$ cat src/rtl/ppu_vram_address_port.sv
// ppu_vram_address_port
//   CPU-side front end of the PPU VRAM access path. Decodes CPU accesses to
//   PPUCTRL ($2000), PPUSTATUS ($2002), PPUADDR ($2006) and PPUDATA ($2007),
//   keeps the 15-bit VRAM address v and the temporary address t, drives the
//   downstream setter/getter through an activation-trigger handshake and then
//   auto-increments v by 1 or 32.
//
// Optional feature macro: PPU_PALETTE_BYPASS_EN
//   When defined, PPUDATA accesses with v >= 0x3F00 skip the handshake and go
//   straight to the increment cycle; writes pulse paletteWrite_OUT there.
//
// Handshake: a PPUDATA access raises activationTrigger_OUT for TRIG_CYCLES
//   cycles (setter latches rwSel_OUT on the rise, vramData_OUT on the fall),
//   then waits for operationDone_IN, or DONE_TIMEOUT cycles, before the
//   increment cycle. busy_OUT is high from the access until back in IDLE.
//
// Ports:
//   clock_IN, resetN_IN        clock, asynchronous active-low reset
//   cpuAccess_STB              one-cycle strobe per CPU register access
//   regSelect_IN[2:0]          register index (0, 2, 6, 7 decoded)
//   cpuRW_IN, cpuData_IN[7:0]  access direction (1=read) and write data
//   operationDone_IN           completion from the setter/getter
//   address_OUT[14:0]          current v
//   vramData_OUT[7:0]          latched PPUDATA write byte
//   rwSel_OUT                  1=read, 0=write
//   activationTrigger_OUT      handshake trigger
//   busy_OUT                   state != IDLE
//   overrun_OUT                sticky: PPUDATA access dropped while busy
//   paletteWrite_OUT           one-cycle palette write strobe
//   dbgState_OUT[1:0]          FSM state (0 IDLE, 1 TRIG, 2 WAIT, 3 INC)
module ppu_vram_address_port #(
    parameter int TRIG_CYCLES  = 4,
    parameter int DONE_TIMEOUT = 64
) (
    input  logic        clock_IN,
    input  logic        resetN_IN,
    input  logic        cpuAccess_STB,
    input  logic [2:0]  regSelect_IN,
    input  logic        cpuRW_IN,
    input  logic [7:0]  cpuData_IN,
    input  logic        operationDone_IN,
    output logic [14:0] address_OUT,
    output logic [7:0]  vramData_OUT,
    output logic        rwSel_OUT,
    output logic        activationTrigger_OUT,
    output logic        busy_OUT,
    output logic        overrun_OUT,
    output logic        paletteWrite_OUT,
    output logic [1:0]  dbgState_OUT
);

    typedef enum logic [1:0] {S_IDLE = 2'd0, S_TRIG = 2'd1, S_WAIT = 2'd2, S_INC = 2'd3} state_t;

    localparam int CMAX = (DONE_TIMEOUT > TRIG_CYCLES) ? DONE_TIMEOUT : TRIG_CYCLES;
    localparam int CW   = $clog2(CMAX) + 1;

    state_t        state_q, state_d;
    logic [CW-1:0] cnt_q, cnt_d;
    logic [14:0]   v_q, v_d, t_q, t_d;
    logic          w_q, w_d, inc32_q, inc32_d;
    logic [7:0]    data_q, data_d;
    logic          rw_q, rw_d, trig_q, trig_d, ovr_q, ovr_d, pend_q, pend_d;
`ifdef PPU_PALETTE_BYPASS_EN
    logic          bypass_q, bypass_d;
`endif

    logic wr_ctrl, rd_status, wr_addr, acc_data;

    assign wr_ctrl   = cpuAccess_STB && (regSelect_IN == 3'd0) && !cpuRW_IN;
    assign rd_status = cpuAccess_STB && (regSelect_IN == 3'd2) &&  cpuRW_IN;
    assign wr_addr   = cpuAccess_STB && (regSelect_IN == 3'd6) && !cpuRW_IN;
    assign acc_data  = cpuAccess_STB && (regSelect_IN == 3'd7);

    always_ff @(posedge clock_IN or negedge resetN_IN) begin
        if (!resetN_IN) begin
            state_q <= S_IDLE;
            cnt_q   <= '0;
            v_q     <= '0;
            t_q     <= '0;
            w_q     <= 1'b0;
            inc32_q <= 1'b0;
            data_q  <= '0;
            rw_q    <= 1'b1;
            trig_q  <= 1'b0;
            ovr_q   <= 1'b0;
            pend_q  <= 1'b0;
`ifdef PPU_PALETTE_BYPASS_EN
            bypass_q <= 1'b0;
`endif
        end else begin
            state_q <= state_d;
            cnt_q   <= cnt_d;
            v_q     <= v_d;
            t_q     <= t_d;
            w_q     <= w_d;
            inc32_q <= inc32_d;
            data_q  <= data_d;
            rw_q    <= rw_d;
            trig_q  <= trig_d;
            ovr_q   <= ovr_d;
            pend_q  <= pend_d;
`ifdef PPU_PALETTE_BYPASS_EN
            bypass_q <= bypass_d;
`endif
        end
    end

    always_comb begin
        state_d = state_q;
        cnt_d   = cnt_q;
        v_d     = v_q;
        t_d     = t_q;
        w_d     = w_q;
        inc32_d = inc32_q;
        data_d  = data_q;
        rw_d    = rw_q;
        trig_d  = trig_q;
        ovr_d   = ovr_q;
        pend_d  = pend_q;
`ifdef PPU_PALETTE_BYPASS_EN
        bypass_d = bypass_q;
`endif

        // Register-side effects that do not depend on the FSM.
        if (wr_ctrl)   inc32_d = cpuData_IN[2];
        if (rd_status) w_d = 1'b0;
        if (wr_addr) begin
            if (!w_q) begin
                t_d = {1'b0, cpuData_IN[5:0], t_q[7:0]};
                w_d = 1'b1;
            end else begin
                t_d = {t_q[14:8], cpuData_IN};
                w_d = 1'b0;
                // v follows t immediately when idle; otherwise the load is
                // deferred to the increment cycle so address_OUT stays stable.
                if (state_q == S_IDLE) v_d = t_d;
                else                   pend_d = 1'b1;
            end
        end
        if (acc_data && (state_q != S_IDLE)) ovr_d = 1'b1;

        case (state_q)
            S_IDLE: begin
                if (acc_data) begin
                    rw_d = cpuRW_IN;
                    if (!cpuRW_IN) data_d = cpuData_IN;
`ifdef PPU_PALETTE_BYPASS_EN
                    if (v_q >= 15'h3F00) begin
                        state_d  = S_INC;
                        bypass_d = 1'b1;
                    end else
`endif
                    begin
                        state_d = S_TRIG;
                        trig_d  = 1'b1;
                        cnt_d   = '0;
                    end
                end
            end
            S_TRIG: begin
                if (cnt_q == CW'(TRIG_CYCLES - 1)) begin
                    state_d = S_WAIT;
                    trig_d  = 1'b0;
                    cnt_d   = '0;
                end else begin
                    cnt_d = cnt_q + CW'(1);
                end
            end
            S_WAIT: begin
                if (operationDone_IN || (cnt_q == CW'(DONE_TIMEOUT - 1))) begin
                    state_d = S_INC;
                    cnt_d   = '0;
                end else begin
                    cnt_d = cnt_q + CW'(1);
                end
            end
            S_INC: begin
                // A second $2006 write landing in this very cycle must not be
                // lost: it replaces the increment just like a pending load.
                if (wr_addr && w_q) v_d = t_d;
                else if (pend_q)    v_d = t_q;
                else                v_d = v_q + (inc32_q ? 15'd32 : 15'd1);
                pend_d  = 1'b0;
                rw_d    = 1'b1;
                state_d = S_IDLE;
`ifdef PPU_PALETTE_BYPASS_EN
                bypass_d = 1'b0;
`endif
            end
            default: state_d = S_IDLE;
        endcase
    end

    assign address_OUT           = v_q;
    assign vramData_OUT          = data_q;
    assign rwSel_OUT             = rw_q;
    assign activationTrigger_OUT = trig_q;
    assign busy_OUT              = (state_q != S_IDLE);
    assign overrun_OUT           = ovr_q;
    assign dbgState_OUT          = state_q;
`ifdef PPU_PALETTE_BYPASS_EN
    assign paletteWrite_OUT      = (state_q == S_INC) && bypass_q && !rw_q;
`else
    assign paletteWrite_OUT      = 1'b0;
`endif

endmodule
$ cat config.mk
export PLATFORM = sky130hd
export DESIGN_NAME = ppu_vram_address_port
export DESIGN_NICKNAME = d
export VERILOG_FILES = /design/src/rtl/ppu_vram_address_port.sv
export SDC_FILE = /design/constraint.sdc
export NUM_CORES = 1
export LEC_CHECK = 0
export ABC_AREA = 1
export CAP_MARGIN = 20
export CORE_MARGIN = 2
export CORE_UTILIZATION = 58
export CTS_CLUSTER_SIZE = 25
export DETAILED_ROUTE_END_ITERATION = 16
export PLACE_DENSITY = 0.85
export SLEW_MARGIN = 15
export SYNTH_ARGS = -nofsm -noshare
export SYNTH_HDL_FRONTEND = slang
export SYNTH_SLANG_ARGS = --single-unit
$ cat constraint.sdc
create_clock -name clock_IN -period 2.9 [get_ports clock_IN]
set_input_delay 0.725 -clock clock_IN [delete_from_list [all_inputs] [get_ports clock_IN]]
set_output_delay 0.725 -clock clock_IN [all_outputs]
set_load 0.01 [all_outputs]
Word level (Yosys, flattened, before mapping):

Index checks and enable logic that the tools add are counted.
Widths: inputs -> output; s select.

* register bits: 53
* input port bits: 16
* output and inout port bits: 30
* word-level logic and storage cells: 82

* $add $sub $neg: 2
* equality and inequality tests: 12
* mux-type cells: 29
* bitwise logic cells: 1
* reduce and logical (&&, ||, !) cells: 27

Operators by type and width (number)
* $mux 15: 8
* $mux 7: 3
* $pmux 7 s3: 1
* $add 15x6->15: 1
* $reduce_and 3->1: 5
* $reduce_bool 2->1: 6
* $mux 1: 10
* $logic_and 1x1->1: 9
* $pmux 2 s4: 1
* $add 7x1->7 const B: 1
* $eq 7x2->1 const B: 1
* $eq 7x6->1 const B: 1
* $eq 3x3->1 const B: 2
* $mux 2: 3
* $mux 6: 1
* $ne 2x2->1 const B: 3
* $eq 2x2->1 const B: 2
* $pmux 1 s2: 2
* $reduce_and 2->1: 2
* $eq 3x2->1 const B: 1
* $logic_not 3->1: 1
* $reduce_bool 3->1: 1
* $eq 2x1->1 const B: 1
* $logic_not 2->1: 1
* 4 further kinds: 4

Logic depth before layout (Yosys ltp):

Gate-level depths: netlist of run 1.

* depth after elaboration: 6
* gate-level depth with buffers: 12
* gate-level depth less buffers: 12

Worst setup path before layout of run 1:

Ideal clock, no wire load.

* kind: input to register
* start point: in regSelect_IN[0]
* end point: reg v_q[0] (netlist: address_OUT[0])
* library setup time: 122 ps
* data arrival time: 1530 ps
* required time: 2778 ps
* path slack: 1248 ps
* cell stages on the path: 9
* path buffers: 1
* cells stage by stage: inv_1 nand2_2 nor2_4 nand2_4 buf_6 nand2_8 inv_6 o211ai_2 nand2_1

* word-level cells in the longest chain between the ends: 6
* elaborated cells between the ends (all ways): 9
* those cells by class: eq/ne: 1; mux: 3; reduce/logical: 5

Ends and longest elaborated chain
* start: declaration: RTL line 38 `input logic [2:0] regSelect_IN,`
* $eq 3x3->1 (*): RTL line 71 `assign wr_addr = cpuAccess_STB && (regSelect_IN == 3'd6) && !cpuRW_IN;`
* $logic_and 1x1->1 (*) (2 in series): RTL line 71
* $mux 15 / $logic_and 1x1->1 (equally long branches): RTL line 127, 180
* $mux 15: RTL line 180 `if (wr_addr && w_q) v_d = t_d;`
* $mux 15: RTL line 142 `case (state_q)`
* end signal: assignment: RTL line 93 `v_q <= v_d;`
* end: declaration: RTL line 59 `logic [14:0] v_q, v_d, t_q, t_d;`

Every way passes the cells marked *; elsewhere a longest branch is shown, timed or not.
A chain may end at the register's enable or synchronous reset.

Worst setup path in the final report of run 1:

* start point: reg state_q[0] (netlist: dbgState_OUT[0])
* end point: out busy_OUT

* word-level cells in the longest chain between the ends: 1

Ends and longest elaborated chain
* start: declaration: RTL line 57 `state_t state_q, state_d;`
* start signal: assignment: RTL line 91 `state_q <= state_d;`
* $reduce_bool 2->1: RTL line 198 `assign busy_OUT = (state_q != S_IDLE);`
* end: declaration: RTL line 46 `output logic busy_OUT,`

No other way between the ends.

==> results of run 1 <==
## flip-flops by register name, summed over array words and instances, names as in the netlist, 2 cells and up
signal	flops
address_OUT	15
t_q	15
vramData_OUT	8
cnt_q	7
dbgState_OUT	2
## kinds of logic after synthesis
logic type,Yosys count,synth area share (%)
other,1,0.124
flip-flops,53,44.0
AO/OA/AOI/OAI,73,14.2
adder cells (fa/ha/maj),10,4.14
XOR/XNOR,5,1.45
buffers and inverters,60,8.50
AND/OR/NAND/NOR,190,27.6
## synthesized netlist by cell type, types with 2 or more instances
master,n,area [µm²]
o21ai_0,17,85.1
nand4_1,3,18.8
ha_1,10,125
nand3b_1,3,22.5
xor2_1,4,35.0
buf_2,5,25.0
inv_1,44,165
nand3_1,26,130
o21bai_1,2,15.0
a21oi_1,21,105
inv_2,5,18.8
dfrtp_1,52,1300
a21oi_2,2,17.5
nand2_2,4,25.0
nor2_1,41,154
o21ai_2,3,26.3
a21boi_0,2,15.0
o211ai_2,3,37.5
buf_6,2,22.5
nand3_2,3,30.0
nand2_1,105,394
o21ai_1,19,95.1
## metal layers
layer  GRT usage (%)  wire length [µm]  up-vias
li1                -                 -     1340
met2            42.1              3300       66
met3            4.74               337       10
met5               0                 0        -
met1            34.4              3060     1268
met4            8.73               105        0
## critical path, cell delays in order (launching register included)
cell and delay [ns]:
dfrtp_1 0.45, inv_1 0.11, ha_1 0.28, inv_1 0.11, clkdlybuf4s50_1 0.54
## layout by cell type (no fill, tap or decap), types with 2 or more instances in the layout
cell	instances
nand2_1	105
dfrtp_1	52
inv_1	44
clkdlybuf4s50_1	43
nor2_1	41
nand3_1	26
a21oi_1	21
o21ai_1	19
o21ai_0	17
ha_1	10
inv_2	5
clkbuf_8	5
nand2_2	4
xor2_1	4
nand3_2	3
nand4_1	3
o21ai_2	3
o211ai_2	3
nand3b_1	3
buf_4	3
o21bai_1	2
clkinv_2	2
a21boi_0	2
a21oi_2	2
clkbuf_1	2
## worst paths after layout
kind | end | startpoint | depth (start not counted)
min | overrun_OUT$_DFFE_PN0P_ | overrun_OUT$_DFFE_PN0P_ | 1
min reg2reg | overrun_OUT$_DFFE_PN0P_ | overrun_OUT$_DFFE_PN0P_ | 1
max | busy_OUT | dbgState_OUT[0]$_DFFE_PN0P_ | 4
max reg2reg | address_OUT[3]$_DFFE_PN0P_ | dbgState_OUT[1]$_DFFE_PN0P_ | 7
min in group asynchronous | inc32_q$_DFFE_PN0P_ | resetN_IN | 1
max in group asynchronous | address_OUT[7]$_DFFE_PN0P_ | resetN_IN | 2
## metrics by stage
stage	worst slack, ns	instances	instance area, µm²
after floorplan	1.25	392	3020
after global placement	0.472	500	3510
after detailed placement	0.401	500	3510
after CTS	0.377	508	3590
after global routing	0.248	508	3590
final	0.373	508	3590
## report_power, final
group / total [mW] / internal, mW / switching [mW]
clock network: 0.407 / 0.170 / 0.237
logic: 1.66 / 0.736 / 0.923
registers: 1.28 / 1.01 / 0.264
## final cells by class
type | count | share of cell area [%]
repair buffers | 47 | 12.8
flip-flops and latches | 53 | 37.0
clock inverters | 1 | 0.140
inverters | 51 | 5.51
multi-input cells | 279 | 40.0
clock buffers | 7 | 2.13
well taps | 70 | 2.44
==> flow_summary_export.csv, run 1 <==
group,metric,value,unit
status,outcome,"finished, final reports clean",
timing,grt_setup_unrepaired,"no",
clock_network,numCtsBuffers,5,
timing,slew_viol_final,0,
synth,netlist_area,3020,µm²
timing,setup_violations,0,
grt,gr-usage-all-layers,25.6,%
layout,nFillCells,410,
timing,fin_tns_setup,0,ns
layout,diodes,0,
die,io_pins,46,
synth,syn_avg_cell_area,7.70,µm²
power,leakagePower,1.71,nW
grt,grt_max_degree,40,
grt,gr-total-overflow,0,
timing,finalWorstPathRequiredPeriod,2.53,ns
layout,drive_gt1_share,8.90,%
synth,yosysSeqAreaShare,44.0,%
detailed_routing,drtPass1Iterations,5,
placed_design,dp_hpwl,5.16,mm
layout,fin_util,70.7,%
hold_path,hp-class,"flop to flop",
layout,regArea,1330,µm²
clock_network,clkSinkCount,53,
detailed_routing,ant_nets,0,
die,rows,26,
synth,synth_fp_nets,418,
worst_setup_path,crit_arrival,1.80,ns
synth,async_flop_share,100,%
layout,fin_nets,463,
grt,grt_pass1_vias,2625,
synth,synth_cell_types,38,
timing,hold_slack,0.497,ns
timing,period_share,87.1,%
job,cap_violations,0,
clock_network,cts_resized,0,
detailed_routing,drcViolationCount,0,
clock_network,htreeDepth,2,
timing,max-slew-margin-rel,44.6,%
placed_design,place.gp.congestion,0.867,
detailed_routing,post_drt_wl_per_cell,13.4,µm
worst_setup_path,criticalPathCategory,"flop to output port",
timing,worstMarginPinSlew,0.830,ns
synth,synth_seq_cells,53,
grt,grt_pass1_wl,12.0,mm
die,initial_core_util,59.5,%
power,power_density,931,nW/µm²
detailed_routing,drtIter0Drc,209,
detailed_routing,vias_per_cell,5.28,
grt,antenna_found_initial,0,
worst_setup_path,cp.required,2.17,ns
worst_setup_path,crit_path_start_kind,"flop",
clock_network,postCtsHoldBufs,0,
timing,fin_skew,0.0100,ns
synth,synth_edf_count,0,
synth,ys.flop_type,"dfrtp_1",
layout,multi_input_area,1440,µm²
clock_network,clk_pin_slew,0.10,ns
power,p_total,3.34,mW
clock_network,cts_buffer_depth,2,
clock_network,cts_tree,"done",
timing,max_freq,396,MHz
clock_network,root_buffer,"clkbuf_8",
clock_network,cts_setup_buffers,0,
die,design.die.area,5800,µm²
placed_design,portBuffers,44,
detailed_routing,wl,6.80,mm
die,fp.dieH,76.2,µm
worst_setup_path,end_kind,"output port",
worst_setup_path,worst-r2r-setup-slack,0.91,ns
worst_setup_path,crit_fanout,6,
synth,yosysWarnings,0,
detailed_routing,num_vias,2684,
die,die_w,76.2,µm
die,core,5070,µm²
layout,area_delta_synth_final,18.8,%
power,vdd_ir_drop_max,0.546,mV
clock_network,clk_latency,0.31,ns
timing,hold_viol,0,
synth,synthCells,392,
(Power assumes the default switching activity.)
==> run 2: changes to the inputs <==
- CTS_CLUSTER_DIAMETER: not set -> 30
- TNS_END_PERCENT: not set -> 5
==> results of run 2 <==
The final DEF is identical to that of run 1; final timing and power are the same.
==> run 3: changes to the inputs <==
- CORE_UTILIZATION: 58 -> 49
- PLACE_DENSITY: 0.85 -> 0.76
- SLEW_MARGIN: 15 -> 30
- clock period: 2.9 -> 2.15 ns (I/O delays scaled with it)
==> run 3 against run 2 <==
Compared with the run above:
- critical path type unchanged
- count of clock-buffer cells in the layout stayed put
- flip-flop and latch count stayed put
- register-to-register slack worse by 0.59 ns
- highest routed layer unchanged
- routed wire length hardly changed
- sequential power is 33% higher
- critical path depth is 3 lower
==> flow_summary_export.csv, run 3 (same netlist as run 1, synthesis figures left out) <==
group,metric,value,unit
detailed_routing,wl,6.79,mm
placed_design,place_worst_setup_slack,0.0250,ns
power,power_density,1270,nW/µm²
job,cap_violations,0,
power,vdd_ir_drop_max,0.653,mV
detailed_routing,drcViolationCount,0,
grt,gr-usage-all-layers,22.0,%
detailed_routing,ant_nets,0,
clock_network,postCtsHoldBufs,0,
detailed_routing,num_vias,2668,
clock_network,clkSinkCount,53,
power,switching_share,40.5,%
die,initial_core_util,51.0,%
timing,worst_slack,0.230,ns
detailed_routing,drtIter0Drc,149,
timing,finalWorstPathRequiredPeriod,1.92,ns
grt,grt_max_degree,54,
die,io_pins,46,
placed_design,dp_hpwl,5.02,mm
worst_setup_path,crit_fanout,2,
timing,period_share,89.3,%
layout,multi_input_area,1440,µm²
placed_design,dpl_cell_area,3590,µm²
clock_network,numCtsBuffers,5,
power,p_comb_share,49.3,%
timing,grt_setup_unrepaired,"no",
die,fp.dieH,82.5,µm
grt,antenna_found_initial,0,
layout,nFillCells,529,
timing,setup_violations,0,
detailed_routing,vias_per_cell,5.14,
timing,fin_skew,0.0106,ns
timing,max_freq,521,MHz
worst_setup_path,crit_chain,"clkdlybuf4s50_1",
layout,diodes,0,
clock_network,htreeDepth,2,
worst_setup_path,criticalPathCategory,"flop to output port",
clock_network,clk_latency,0.31,ns
die,core,5920,µm²
power,seqPwrFrac,35.9,%
worst_setup_path,cp.required,1.61,ns
grt,grt_pass1_vias,2499,
grt,grt_pass1_wl,11.5,mm
hold_path,hp-class,"input port to async pin",
die,design.die.area,6810,µm²
placed_design,place_inst,511,
placed_design,place.gp.congestion,0.838,
worst_setup_path,critPathSlowestCell,"dfstp_2",
worst_setup_path,end_kind,"output port",
worst_setup_path,cp-startpoint,"rwSel_OUT$_DFFE_PN1P_",
detailed_routing,post_drt_wl_per_cell,13.1,µm
worst_setup_path,crit_arrival,1.38,ns
placed_design,portBuffers,44,
worst_setup_path,reg2reg_from,"inc32_q$_DFFE_PN0P_",
die,die_w,82.5,µm
worst_setup_path,crit_path_start_kind,"flop",
layout,drive_gt1_share,10.4,%
layout,fin_nets,469,
power,p_sw,1.92,mW
clock_network,root_buffer,"clkbuf_8",
status,outcome,"finished, final reports clean",
timing,hold_viol,0,
layout,regArea,1330,µm²
timing,fin_tns_setup,0,ns
clock_network,cts_tree,"done",
layout,instances_no_fill,519,
worst_setup_path,crit_family,"flip-flops",
timing,slew_viol_final,0,
clock_network,clk_pin_slew,0.10,ns
layout,layout_common_cells,"nand2_1 (105), dfrtp_1 (52), inv_1 (44)",
layout,final_common_cell,"nand2_1",
worst_setup_path,path_buf_inv,1,
power,pwr-share-clk,14.8,%
die,rows,28,
detailed_routing,drtPass1Iterations,4,
worst_setup_path,rr_endpoint,"address_OUT[14]$_DFFE_PN0P_",
grt,gr-total-overflow,0,
power,leakagePower,1.78,nW
worst_setup_path,reg2reg_depth,10,
timing,hold_slack,0.202,ns
power,internal-power,2.82,mW
layout,area_delta_synth_final,23.0,%
clock_network,cts_buffer_depth,2,
layout,final_area,3710,µm²
worst_setup_path,max_stage_delay,0.55,ns
worst_setup_path,worst-r2r-setup-slack,0.32,ns
run 3: timing repair:
action	in CTS	in global routing
setup endpoints to repair	0	1
buffers inserted	0	0
gates resized for setup	0	1
run 3: worst max-delay path by stage:
stage	cells past startpoint	to	slack (ns)
after global placement	11	address_OUT[8]$_DFFE_PN0P_	0.03
after CTS	4	busy_OUT	0.03
after detailed placement	11	address_OUT[10]$_DFFE_PN0P_	0.03
after global routing	10	address_OUT[14]$_DFFE_PN0P_	0.09
after floorplan	8	vramData_OUT[6]$_DFFE_PN0P_	0.58
final	1	rwSel_OUT	0.23
run 3: cell type report:
type                    instances  share of cell area, %
repair buffers                 53                   14.6
clock buffers                   7                   2.32
clock inverters                 1                  0.809
well taps                      75                   2.53
inverters                      51                   5.32
multi-input cells             279                   38.6
flip-flops and latches         53                   35.7
run 3: power by group through the flow:
stage	Sequential, mW	Clock (mW)	Combinational, mW
finish	1.70	0.701	2.33
CTS	1.70	0.726	2.35
global placement	1.71	0	2.29
detailed placement	1.71	0	2.34
floorplan	1.77	0	1.29
global route	1.76	0.755	2.62
run 3: through the flow:
stage	utilization [%]	power (mW)
CTS	62.7	4.77
global placement	60.7	4.00
finish	62.7	4.73
floorplan	-	3.06
detailed placement	60.7	4.05
global route	62.7	5.13
run 3: per-layer routing:
layer | GRT usage, % | up-vias | share of wire (%)
li1 | - | 1350 | -
met1 | 30.5 | 1241 | 46
met2 | 36.5 | 71 | 46
met3 | 3.48 | 6 | 6.5
met4 | 5.25 | 0 | 1.0
met5 | 0 | - | 0
